File: config.mk
export PLATFORM = sky130hd
export DESIGN_NAME = oam_dma_engine_flat
export DESIGN_NICKNAME = d
export VERILOG_FILES = /design/src/rtl/oam_dma_engine_if.sv /design/src/rtl/oam_dma_engine.sv /design/src/flat_wrapper.sv
export SDC_FILE = /design/constraint.sdc
export NUM_CORES = 1
export LEC_CHECK = 0
export ABC_AREA = 1
export CAP_MARGIN = 20
export CELL_PAD_IN_SITES_DETAIL_PLACEMENT = 1
export CELL_PAD_IN_SITES_GLOBAL_PLACEMENT = 2
export CORE_MARGIN = 4
export CORE_UTILIZATION = 30
export CTS_CLUSTER_SIZE = 16
export DETAILED_ROUTE_END_ITERATION = 8
export GPL_ROUTABILITY_DRIVEN = 0
export PLACE_DENSITY = 0.86
export SETUP_SLACK_MARGIN = 0.2
export SLEW_MARGIN = 0
export SYNTH_ARGS = -nofsm -noshare
export SYNTH_HDL_FRONTEND = slang
export SYNTH_SLANG_ARGS = --single-unit
File: constraint.sdc
create_clock -name clk -period 3.1 [get_ports clk]
set_input_delay 0.775 -clock clk [delete_from_list [all_inputs] [get_ports clk]]
set_output_delay 0.775 -clock clk [all_outputs]
set_load 0.02 [all_outputs]
File: src/rtl/oam_dma_engine_if.sv
// Bus bundle between the sprite-DMA engine and the CPU-side memory bus.
// Latency: n/a (wires only). Backpressure: none; cpu_ce paces every transfer step.
// master: the DMA engine (snoops the CPU bus, drives the DMA bus).
// slave : the system side (CPU snoop, mapper read data, top-level bus mux).
//
// Signals:
//   cpu_ce        one-cycle pulse per CPU cycle
//   cpu_addr      snooped CPU address
//   cpu_WE        snooped CPU write strobe
//   cpu_data      snooped CPU write data (source page on a trigger)
//   dma_data_in   mapper read data for dma_addr, valid in the same cycle
//   cpu_halt      1 while the engine owns the bus
//   dma_addr      DMA bus address
//   dma_WE        DMA write strobe
//   dma_data_out  DMA write data
//   dma_done      one-ce-cycle pulse after the last OAM write
interface oam_dma_engine_if;
  logic        cpu_ce;
  logic [15:0] cpu_addr;
  logic        cpu_WE;
  logic [7:0]  cpu_data;
  logic [7:0]  dma_data_in;
  logic        cpu_halt;
  logic [15:0] dma_addr;
  logic        dma_WE;
  logic [7:0]  dma_data_out;
  logic        dma_done;

  modport master (
    input  cpu_ce, cpu_addr, cpu_WE, cpu_data, dma_data_in,
    output cpu_halt, dma_addr, dma_WE, dma_data_out, dma_done
  );

  modport slave (
    output cpu_ce, cpu_addr, cpu_WE, cpu_data, dma_data_in,
    input  cpu_halt, dma_addr, dma_WE, dma_data_out, dma_done
  );
endinterface

File: src/rtl/oam_dma_engine.sv
// Sprite (OAM) DMA: on a CPU write to DMA_REG_ADDR, halt the CPU and copy a page into OAMDATA.
// Latency: outputs registered, one ce-cycle behind state; 1 + parity + 2*XFER_LEN ce cycles per transfer.
// Backpressure: none; every step waits for cpu_ce, and all state and outputs hold while cpu_ce=0.
//
// Ports:
//   clk    system clock
//   reset  asynchronous, active-low reset
//   bus    oam_dma_engine_if.master (CPU snoop inputs, mapper read data, DMA bus outputs)
module oam_dma_engine #(
  parameter int unsigned XFER_LEN      = 256,
  parameter logic [15:0] DMA_REG_ADDR  = 16'h4014,
  parameter logic [15:0] OAM_DATA_ADDR = 16'h2004
) (
  input  logic             clk,
  input  logic             reset,
  oam_dma_engine_if.master bus
);

  localparam logic [7:0] LAST_IDX = 8'(XFER_LEN - 1);

  typedef enum logic [2:0] {
    S_IDLE,
    S_HALT,
    S_ALIGN,
    S_READ,
    S_WRITE
  } state_t;

  state_t      state_q, state_d;
  logic        parity_q, parity_d;
  logic [7:0]  page_q, page_d;
  logic [7:0]  idx_q, idx_d;
  logic [7:0]  byte_buf_q, byte_buf_d;
  logic        cpu_halt_q, cpu_halt_d;
  logic [15:0] dma_addr_q, dma_addr_d;
  logic        dma_we_q, dma_we_d;
  logic        dma_done_q, dma_done_d;

  logic trigger;
  assign trigger = bus.cpu_WE && (bus.cpu_addr == DMA_REG_ADDR);

  // Outputs are registered, so each branch computes the bus values for the
  // state being entered, not the state being left. dma_data_out is simply the
  // byte buffer: it only changes at the close of READ, which is exactly when
  // the WRITE that presents it begins.
  always_comb begin
    state_d    = state_q;
    parity_d   = parity_q;
    page_d     = page_q;
    idx_d      = idx_q;
    byte_buf_d = byte_buf_q;
    cpu_halt_d = cpu_halt_q;
    dma_addr_d = dma_addr_q;
    dma_we_d   = dma_we_q;
    dma_done_d = dma_done_q;

    if (bus.cpu_ce) begin
      parity_d   = ~parity_q;
      dma_done_d = 1'b0;

      case (state_q)
        S_IDLE: begin
          // Snooping happens only here; writes while halted cannot retrigger.
          if (trigger) begin
            page_d     = bus.cpu_data;
            idx_d      = 8'd0;
            cpu_halt_d = 1'b1;
            state_d    = S_HALT;
          end
        end

        S_HALT: begin
          // parity_q=1 means this HALT cycle is odd; reads must start on an
          // even cycle, so burn one more cycle in ALIGN.
          if (parity_q) begin
            state_d = S_ALIGN;
          end else begin
            dma_addr_d = {page_q, idx_q};
            dma_we_d   = 1'b0;
            state_d    = S_READ;
          end
        end

        S_ALIGN: begin
          dma_addr_d = {page_q, idx_q};
          dma_we_d   = 1'b0;
          state_d    = S_READ;
        end

        S_READ: begin
          // The mapper answers dma_addr combinationally within this cycle.
          byte_buf_d = bus.dma_data_in;
          dma_addr_d = OAM_DATA_ADDR;
          dma_we_d   = 1'b1;
          state_d    = S_WRITE;
        end

        S_WRITE: begin
          dma_we_d = 1'b0;
          if (idx_q == LAST_IDX) begin
            // dma_done rises together with the release of the CPU.
            dma_done_d = 1'b1;
            cpu_halt_d = 1'b0;
            state_d    = S_IDLE;
          end else begin
            // Page never increments: the read address stays within {page,8'hxx}.
            idx_d      = idx_q + 8'd1;
            dma_addr_d = {page_q, idx_q + 8'd1};
            state_d    = S_READ;
          end
        end

        default: begin
          cpu_halt_d = 1'b0;
          dma_we_d   = 1'b0;
          state_d    = S_IDLE;
        end
      endcase
    end
  end

  always_ff @(posedge clk or negedge reset) begin
    if (!reset) begin
      state_q    <= S_IDLE;
      parity_q   <= 1'b0;
      page_q     <= 8'd0;
      idx_q      <= 8'd0;
      byte_buf_q <= 8'd0;
      cpu_halt_q <= 1'b0;
      dma_addr_q <= 16'd0;
      dma_we_q   <= 1'b0;
      dma_done_q <= 1'b0;
    end else begin
      state_q    <= state_d;
      parity_q   <= parity_d;
      page_q     <= page_d;
      idx_q      <= idx_d;
      byte_buf_q <= byte_buf_d;
      cpu_halt_q <= cpu_halt_d;
      dma_addr_q <= dma_addr_d;
      dma_we_q   <= dma_we_d;
      dma_done_q <= dma_done_d;
    end
  end

  assign bus.cpu_halt     = cpu_halt_q;
  assign bus.dma_addr     = dma_addr_q;
  assign bus.dma_WE       = dma_we_q;
  assign bus.dma_data_out = byte_buf_q;
  assign bus.dma_done     = dma_done_q;

endmodule

File: src/flat_wrapper.sv
// flat-port wrapper written by rule: the top's interface ports become plain ports
module oam_dma_engine_flat 
#(
  parameter int unsigned XFER_LEN      = 256,
  parameter logic [15:0] DMA_REG_ADDR  = 16'h4014,
  parameter logic [15:0] OAM_DATA_ADDR = 16'h2004
)
  (clk, reset, bus_cpu_ce, bus_cpu_addr, bus_cpu_WE, bus_cpu_data, bus_dma_data_in, bus_cpu_halt, bus_dma_addr, bus_dma_WE, bus_dma_data_out, bus_dma_done);
  oam_dma_engine_if bus_i ();
  input  logic clk;
  input  logic reset;
  input wire logic [$bits(bus_i.cpu_ce)-1:0] bus_cpu_ce;
  input wire logic [$bits(bus_i.cpu_addr)-1:0] bus_cpu_addr;
  input wire logic [$bits(bus_i.cpu_WE)-1:0] bus_cpu_WE;
  input wire logic [$bits(bus_i.cpu_data)-1:0] bus_cpu_data;
  input wire logic [$bits(bus_i.dma_data_in)-1:0] bus_dma_data_in;
  output wire logic [$bits(bus_i.cpu_halt)-1:0] bus_cpu_halt;
  output wire logic [$bits(bus_i.dma_addr)-1:0] bus_dma_addr;
  output wire logic [$bits(bus_i.dma_WE)-1:0] bus_dma_WE;
  output wire logic [$bits(bus_i.dma_data_out)-1:0] bus_dma_data_out;
  output wire logic [$bits(bus_i.dma_done)-1:0] bus_dma_done;
  assign bus_i.cpu_ce = bus_cpu_ce;
  assign bus_i.cpu_addr = bus_cpu_addr;
  assign bus_i.cpu_WE = bus_cpu_WE;
  assign bus_i.cpu_data = bus_cpu_data;
  assign bus_i.dma_data_in = bus_dma_data_in;
  assign bus_cpu_halt = bus_i.cpu_halt;
  assign bus_dma_addr = bus_i.dma_addr;
  assign bus_dma_WE = bus_i.dma_WE;
  assign bus_dma_data_out = bus_i.dma_data_out;
  assign bus_dma_done = bus_i.dma_done;
  oam_dma_engine #(.XFER_LEN(XFER_LEN), .DMA_REG_ADDR(DMA_REG_ADDR), .OAM_DATA_ADDR(OAM_DATA_ADDR)) u_core (.clk(clk), .reset(reset), .bus(bus_i));
endmodule
After elaboration in Yosys (flattened, before gate mapping) --
Cells that the tools add are included.
Operators by class: add/subtract/negate cells 1, equal/unequal tests 10, mux-type cells 17, bitwise logic cells 3, reduce and logical (&&, ||, !) cells 12
Operators by type and width (number):
- $pmux 16 s4 | 1
- $mux 16 | 2
- $eq 16x15->1 const B | 1
- $mux 8 | 2
- $pmux 8 s2 | 1
- $pmux 3 s5 | 1
- $reduce_and 4->1 | 3
- $add 8x1->8 const B | 1
- $eq 8x8->1 const B | 1
- $eq 3x2->1 const B | 2
- $mux 1 | 6
- $pmux 1 s3 | 2
- $reduce_and 3->1 | 2
- $ne 2x1->1 const B | 2
- $ne 2x2->1 const B | 2
- $reduce_and 2->1 | 2
- $reduce_bool 4->1 | 1
- $eq 3x1->1 const B | 1
- $eq 3x3->1 const B | 1
- $logic_not 3->1 | 1
- $mux 3 | 1
- $not 1->1 | 3
- $reduce_or 3->1 | 1
- $mux 2 | 1
- 2 further kinds | 2
Storage, ports and cells: register bits after elaboration 47, input bits 36, output and inout bits 27, word-level logic and storage cells 52

Depth between registers and ports, before layout --
Gate-level depths: netlist of the first run.
depth in word-level cells 4, gate-level depth with buffers 10, mapped depth without buffers 10

Worst setup path before layout of the first run --
No wires, ideal clock.
path kind input-to-reg, start point input bus_cpu_ce, end point register u_core.page_q[0], library setup time 0.117 ns, arrival time 1.612 ns, required time 2.983 ns, setup slack 1.372 ns, stages 8, path buffers 1, cell sequence buf_4 nand2_1 nor3_1 nand3_2 inv_2 nand2_2 nand2_1 nand2_1
Between the ends: longest elaborated chain between the ends 1
RTL lines:
- start: declaration | line flat_wrapper.sv:12 | input wire logic [$bits(bus_i.cpu_ce)-1:0] bus_cpu_ce;
- $reduce_and 3->1 (no source line)
- end signal: assignment | line oam_dma_engine.sv:136 | page_q <= page_d;
- end: declaration | line oam_dma_engine.sv:31 | logic [7:0] page_q, page_d;
Every way passes these cells. A chain may end at the register's enable or synchronous reset.

Final worst setup path of the first run --
start point input bus_cpu_ce, end point register u_core.page_q[5]
Same word-level chain as after synthesis.

==> results of run 1 <==
[Yosys cell counts]
cell / instances
a21oi_1: 4
buf_2: 1
buf_4: 1
buf_6: 1
buf_8: 2
clkinv_1: 1
dfrtp_1: 47
ha_1: 1
inv_1: 17
inv_2: 4
inv_4: 1
mux2_2: 8
nand2_1: 108
nand2_2: 6
nand2_4: 3
nand3_1: 25
nand3_2: 1
nand3_4: 2
nand3b_1: 1
nor2_1: 22
nor2_2: 1
nor2_4: 2
nor3_1: 2
o21ai_0: 10
o21ai_1: 5
o21ai_2: 4
or2_1: 1
xor2_1: 2
[report_power, final]
part	internal [mW]	leakage, nW	total, mW	switching, mW
clock	0.175	0.0470	0.377	0.201
combinational	0.337	0.810	0.879	0.543
sequential	0.716	0.634	0.794	0.0779
total	1.23	1.49	2.05	0.822
[routing by layer]
layer | wire [microns] | part of all wire | up-vias
met1 | 2780 | 0.47 | 976
met4 | 61 | 0.010 | 0
met2 | 2830 | 0.48 | 38
met5 | 0 | 0 | -
li1 | - | - | 1024
met3 | 231 | 0.039 | 5
[metrics by stage]
step | hold slack, ns | area [sq um] | util | setup slack (ns) | instances
3_5_place_dp | 0.463 | 3060 | 0.397 | 0.553 | 444
5_1_grt | 0.406 | 3140 | 0.409 | 0.720 | 451
6_report | 0.385 | 3140 | 0.409 | 0.913 | 451
2_1_floorplan | 0.442 | 2350 | - | 1.37 | 283
3_3_place_gp | 0.455 | 3060 | 0.397 | 0.648 | 444
4_1_cts | 0.388 | 3140 | 0.409 | 0.874 | 451
[layout make-up]
class                      count  area, sq um  share of cell area
clock buffer                   6         82.6              0.0263
timing repair buffer          64          631               0.201
sequential                    47         1180               0.374
clock inverter                 1         5.00             0.00159
multi-input combinational    208         1030               0.328
tap                          102          128              0.0406
inverter                      23         88.8              0.0283
[cells by family after synthesis]
kind of cell    Yosys count  synth area share
simple gates            174             0.333
fa+ha+maj                 1           0.00532
buf+inv                  28            0.0607
mux                       8            0.0383
xor+xnor                  2           0.00745
flops                    47             0.500
compound gates           23            0.0553
[flip-flops by register name, summed over array words and instances, names as in the netlist, 3 cells and up]
signal and cells:
u_core.bus.dma_addr 16, u_core.bus.dma_data_out 8, u_core.idx_q 8, u_core.page_q 8, u_core.state_q 3
[worst max-delay path by stage]
stage,end,slack [ns]
2_1_floorplan,u_core.page_q[0],1.37
3_3_place_gp,u_core.page_q[6],0.65
3_5_place_dp,u_core.page_q[4],0.55
4_1_cts,u_core.page_q[0],0.87
5_1_grt,u_core.page_q[4],0.72
6_report,u_core.page_q[5],0.91
==> results.cfg, run 1 <==
[run_status]
outcome = complete, no violations

[worst_setup_path]
crit_family = buffers and inverters
critPathRequiredTime_ns = 3.29
timing.critical_path.buf_inv = 2
reg2reg_from = u_core.idx_q[0]
r2r_slack_ns = 1.24
r2r_cells = 8
worstPathMaxFanout = 9
critPathKind = primary input to register
critPathCaptureType = register
path_cells = clkdlybuf4s50_1 -> nand2_1 -> nor3_1 -> nand3_2 -> inv_2 -> nand2_2 -> nand2_1 -> nand2_1
worst-path-stages = 8
critPathLaunch = bus_cpu_ce
worstPathArrival_ns = 2.38
crit_path_frequent_cell = nand2_1
worstReg2RegEnd = u_core.bus.dma_addr[4]
cpPeakStageDelay_ns = 0.66
cp-start-kind = primary input
crit_path_top_delay_cell = clkdlybuf4s50_1

[grt]
grt_pass1_vias = 2049
grt_overflow = 0
antenna_found_initial = 0
top_usage_layer = met2
grt_usage = 0.133
grt_use_met3 = 0.0217
grt_use_met1 = 0.180
grt_max_degree = 33
grt_pass1_wl_microns = 9740
met2_usage = 0.218

[logic_synthesis]
yosysTopAreaCellShare = 0.500
synth_cell_types = 28
synth-seq-cells = 47
synthTopCellsByArea = dfrtp_1, nand2_1, nand3_1
ys_seq_area_frac = 0.500
ys_warn_count = 0
postSynthCellCount = 283
synthesis.area_sq_um = 2350
synth_top_cell_by_area = dfrtp_1
avgSynthCellArea_sq_um = 8.31
syn-num-nets = 320

[layout]
final_cell_mix = nand2_1, clkdlybuf4s50_1, dfrtp_1
fin_nets = 386
final_common_cell = nand2_1
drive_above_1_share = 0.120
fillers = 950
area_delta_synth_final_pct = 33.7
antenna_cells = 0

[clock_network]
clkLatencyLatePin_ns = 0.30
path_clk_slew_ns = 0.08
hold_buffers = 0
clock_sinks = 47
numCtsBuffers = 5
htree_levels = 2
cts_max_path_buffers = 2
cts_tree = built
clockRootBuffer = clkbuf_8
postCtsSetupRepairBufs = 0
cts_resized = 0

[sta]
finalSetupViolCount = 0
slew_headroom = 0.713
drv_slew = 0
hold_viol = 0
skew_ns = 0.00869
rsz0062_at_grt = false
final.period_utilization = 0.706
worst_slew_pin_slew_ns = 0.431
min_period_ns = 2.19
fmax_mhz = 457
final.setup.tns_ns = 0

[detailed_routing]
drtPass1Iterations = 4
avgViaCountPerCell = 4.53
routed_wl_microns = 5900
first_iter_violations = 63
wl_per_cell_microns = 13.1
routed-via-count = 2043
drcViolationCount = 0
antenna_left = 0

[pwr]
finalPower_mw = 2.05
leakagePower_nw = 1.49
max-vdd-ir-drop_v = 0.000231
cellPowerDensity_nw_per_um2 = 652

[die]
coreArea_sq_um = 7690
ioPinCount = 63
rows = 32
dieWidth_microns = 96.5
die_area_sq_um = 9320
start_util = 0.306
dieHeight_microns = 96.5

[job]
max_cap_viol_count = 0

[placed_design]
numPortBuffers = 62
dp_hpwl_microns = 4640

[hold_path]
worstHoldPathType = primary input to asynchronous set/reset pin
(Power assumes the default switching activity.)
==> run 2: changes to the inputs <==
CORE_UTILIZATION = 28   (was 30)
PLACE_DENSITY = 0.81   (was 0.86)
clock period = 2.1 ns   (was 3.1 ns; I/O delays follow)
==> run 2 against run 1 <==
Net effect:
- register-to-register slack got worse by 0.81 ns
- sequential cell count stayed put
- critical endpoint is now bus_cpu_halt
- design area increased by 2.3%
- clock-buffer cell count stayed put
- combinational power rose by 56%
- largest power group unchanged
- core utilization fell by 1.6 points
- sequential power is 47% higher
==> results.cfg, run 2 (synthesis gave the netlist of run 1 again) <==
[placed_design]
dp_hpwl_microns = 4830
dpl_worst_slack_ns = 0.0878
numPortBuffers = 62
place_area_sq_um = 3100

[layout]
final_area_sq_um = 3210
antenna_cells = 0
fin_nets = 391
final_common_cell = nand2_1
drive_above_1_share = 0.130
fillers = 984
final_cell_mix = nand2_1, clkdlybuf4s50_1, dfrtp_1
largest_reg_flops = 16
area_delta_synth_final_pct = 36.7

[clock_network]
cts_tree = built
numCtsBuffers = 5
clockRootBuffer = clkbuf_8
hold_buffers = 0
cts_max_path_buffers = 2
path_clk_slew_ns = 0.08
clkLatencyLatePin_ns = 0.30
clock_sinks = 47
htree_levels = 2
postCtsSetupRepairBufs = 0
cts_resized = 0

[die]
dieWidth_microns = 99.6
dieHeight_microns = 99.6
ioPinCount = 63
die_area_sq_um = 9930
rows = 33
coreArea_sq_um = 8180
start_util = 0.288

[grt]
grt_pass1_wl_microns = 10400
grt_pass1_vias = 2153
grt_usage = 0.129
grt_overflow = 0
antenna_found_initial = 0
grt_max_degree = 27

[worst_setup_path]
timing.critical_path.buf_inv = 1
r2r_cells = 8
worst-path-stages = 1
worstPathArrival_ns = 1.30
path_cells = clkdlybuf4s50_1
critPathKind = register to output pin
critPathRequiredTime_ns = 1.57
crit_path_top_delay_cell = clkdlybuf4s50_1
cp-start-kind = register
cpPeakStageDelay_ns = 0.62
worstPathMaxFanout = 2
crit_family = buffers and inverters
critPathCaptureType = output pin

[run_status]
outcome = complete, no violations

[sta]
finalSetupViolCount = 0
setup_ws_ns = 0.272
skew_ns = 0.00735
min_period_ns = 1.83
fmax_mhz = 547
worst_slew_pin_slew_ns = 0.450
hold_viol = 0
drv_slew = 0
final.setup.tns_ns = 0
rsz0062_at_grt = false
slew_headroom = 0.700
final.period_utilization = 0.870

[pwr]
max-vdd-ir-drop_v = 0.000286
leakagePower_nw = 1.52
cellPowerDensity_nw_per_um2 = 991

[detailed_routing]
wl_per_cell_microns = 14.0
routed.top_layer = met4
routed-via-count = 2042
wl_met1_microns = 3070
wl_met2_microns = 3040
drtPass1Iterations = 4
routed_wl_microns = 6430
met3_length_microns = 256
avgViaCountPerCell = 4.45
antenna_left = 0
first_iter_violations = 60
drcViolationCount = 0

[job]
max_cap_viol_count = 0

[hold_path]
worstHoldPathType = primary input to asynchronous set/reset pin
run 2: cell count changes in the layout (fill, tap and decap cells not counted), sizes merged:
cell and delta:
buf +4, nand3 +1, clkinv -1, bufinv +1
run 2: worst paths after layout:
path / startpoint / end / slack (ns)
max: u_core.bus.cpu_halt / bus_cpu_halt / 0.27
min: reset / u_core.idx_q[5] / 0.16
max reg2reg: u_core.idx_q[1] / u_core.bus.dma_addr[3] / 0.43
min reg2reg: u_core.page_q[7] / u_core.page_q[7] / 0.48
max in group asynchronous: reset / u_core.bus.dma_addr[9] / 1.45
min in group clk: u_core.page_q[7] / u_core.page_q[7] / 0.48
run 2: per-stage QoR:
step	power (mW)	cells	utilization	hold slack [ns]
2_1_floorplan	2.07	283	-	0.229
3_3_place_gp	2.52	451	0.379	0.455
3_5_place_dp	2.54	451	0.379	0.458
4_1_cts	3.21	458	0.392	0.179
5_1_grt	3.41	459	0.393	0.185
6_report	3.19	459	0.393	0.164
run 2: power breakdown:
group	switching, mW	leakage [nW]	internal (mW)
Clock	0.300	0.0513	0.349
Sequential	0.109	0.634	1.06
Combinational	0.852	0.838	0.519
run 2: area by class of cell:
class / count / area, sq um / share of cell area
Sequential cell: 47 / 1180 / 0.366
Multi-Input combinational cell: 209 / 1040 / 0.324
Timing Repair Buffer: 68 / 673 / 0.209
Tap cell: 105 / 131 / 0.0409
Inverter: 23 / 88.8 / 0.0276
Clock buffer: 6 / 72.6 / 0.0226
Clock inverter: 1 / 30.0 / 0.00934
run 2: layer usage:
metal	track usage	vias up
met4	0.0347	0
met2	0.216	44
met3	0.0266	5
li1	-	1034
met1	0.169	959
met5	0	-
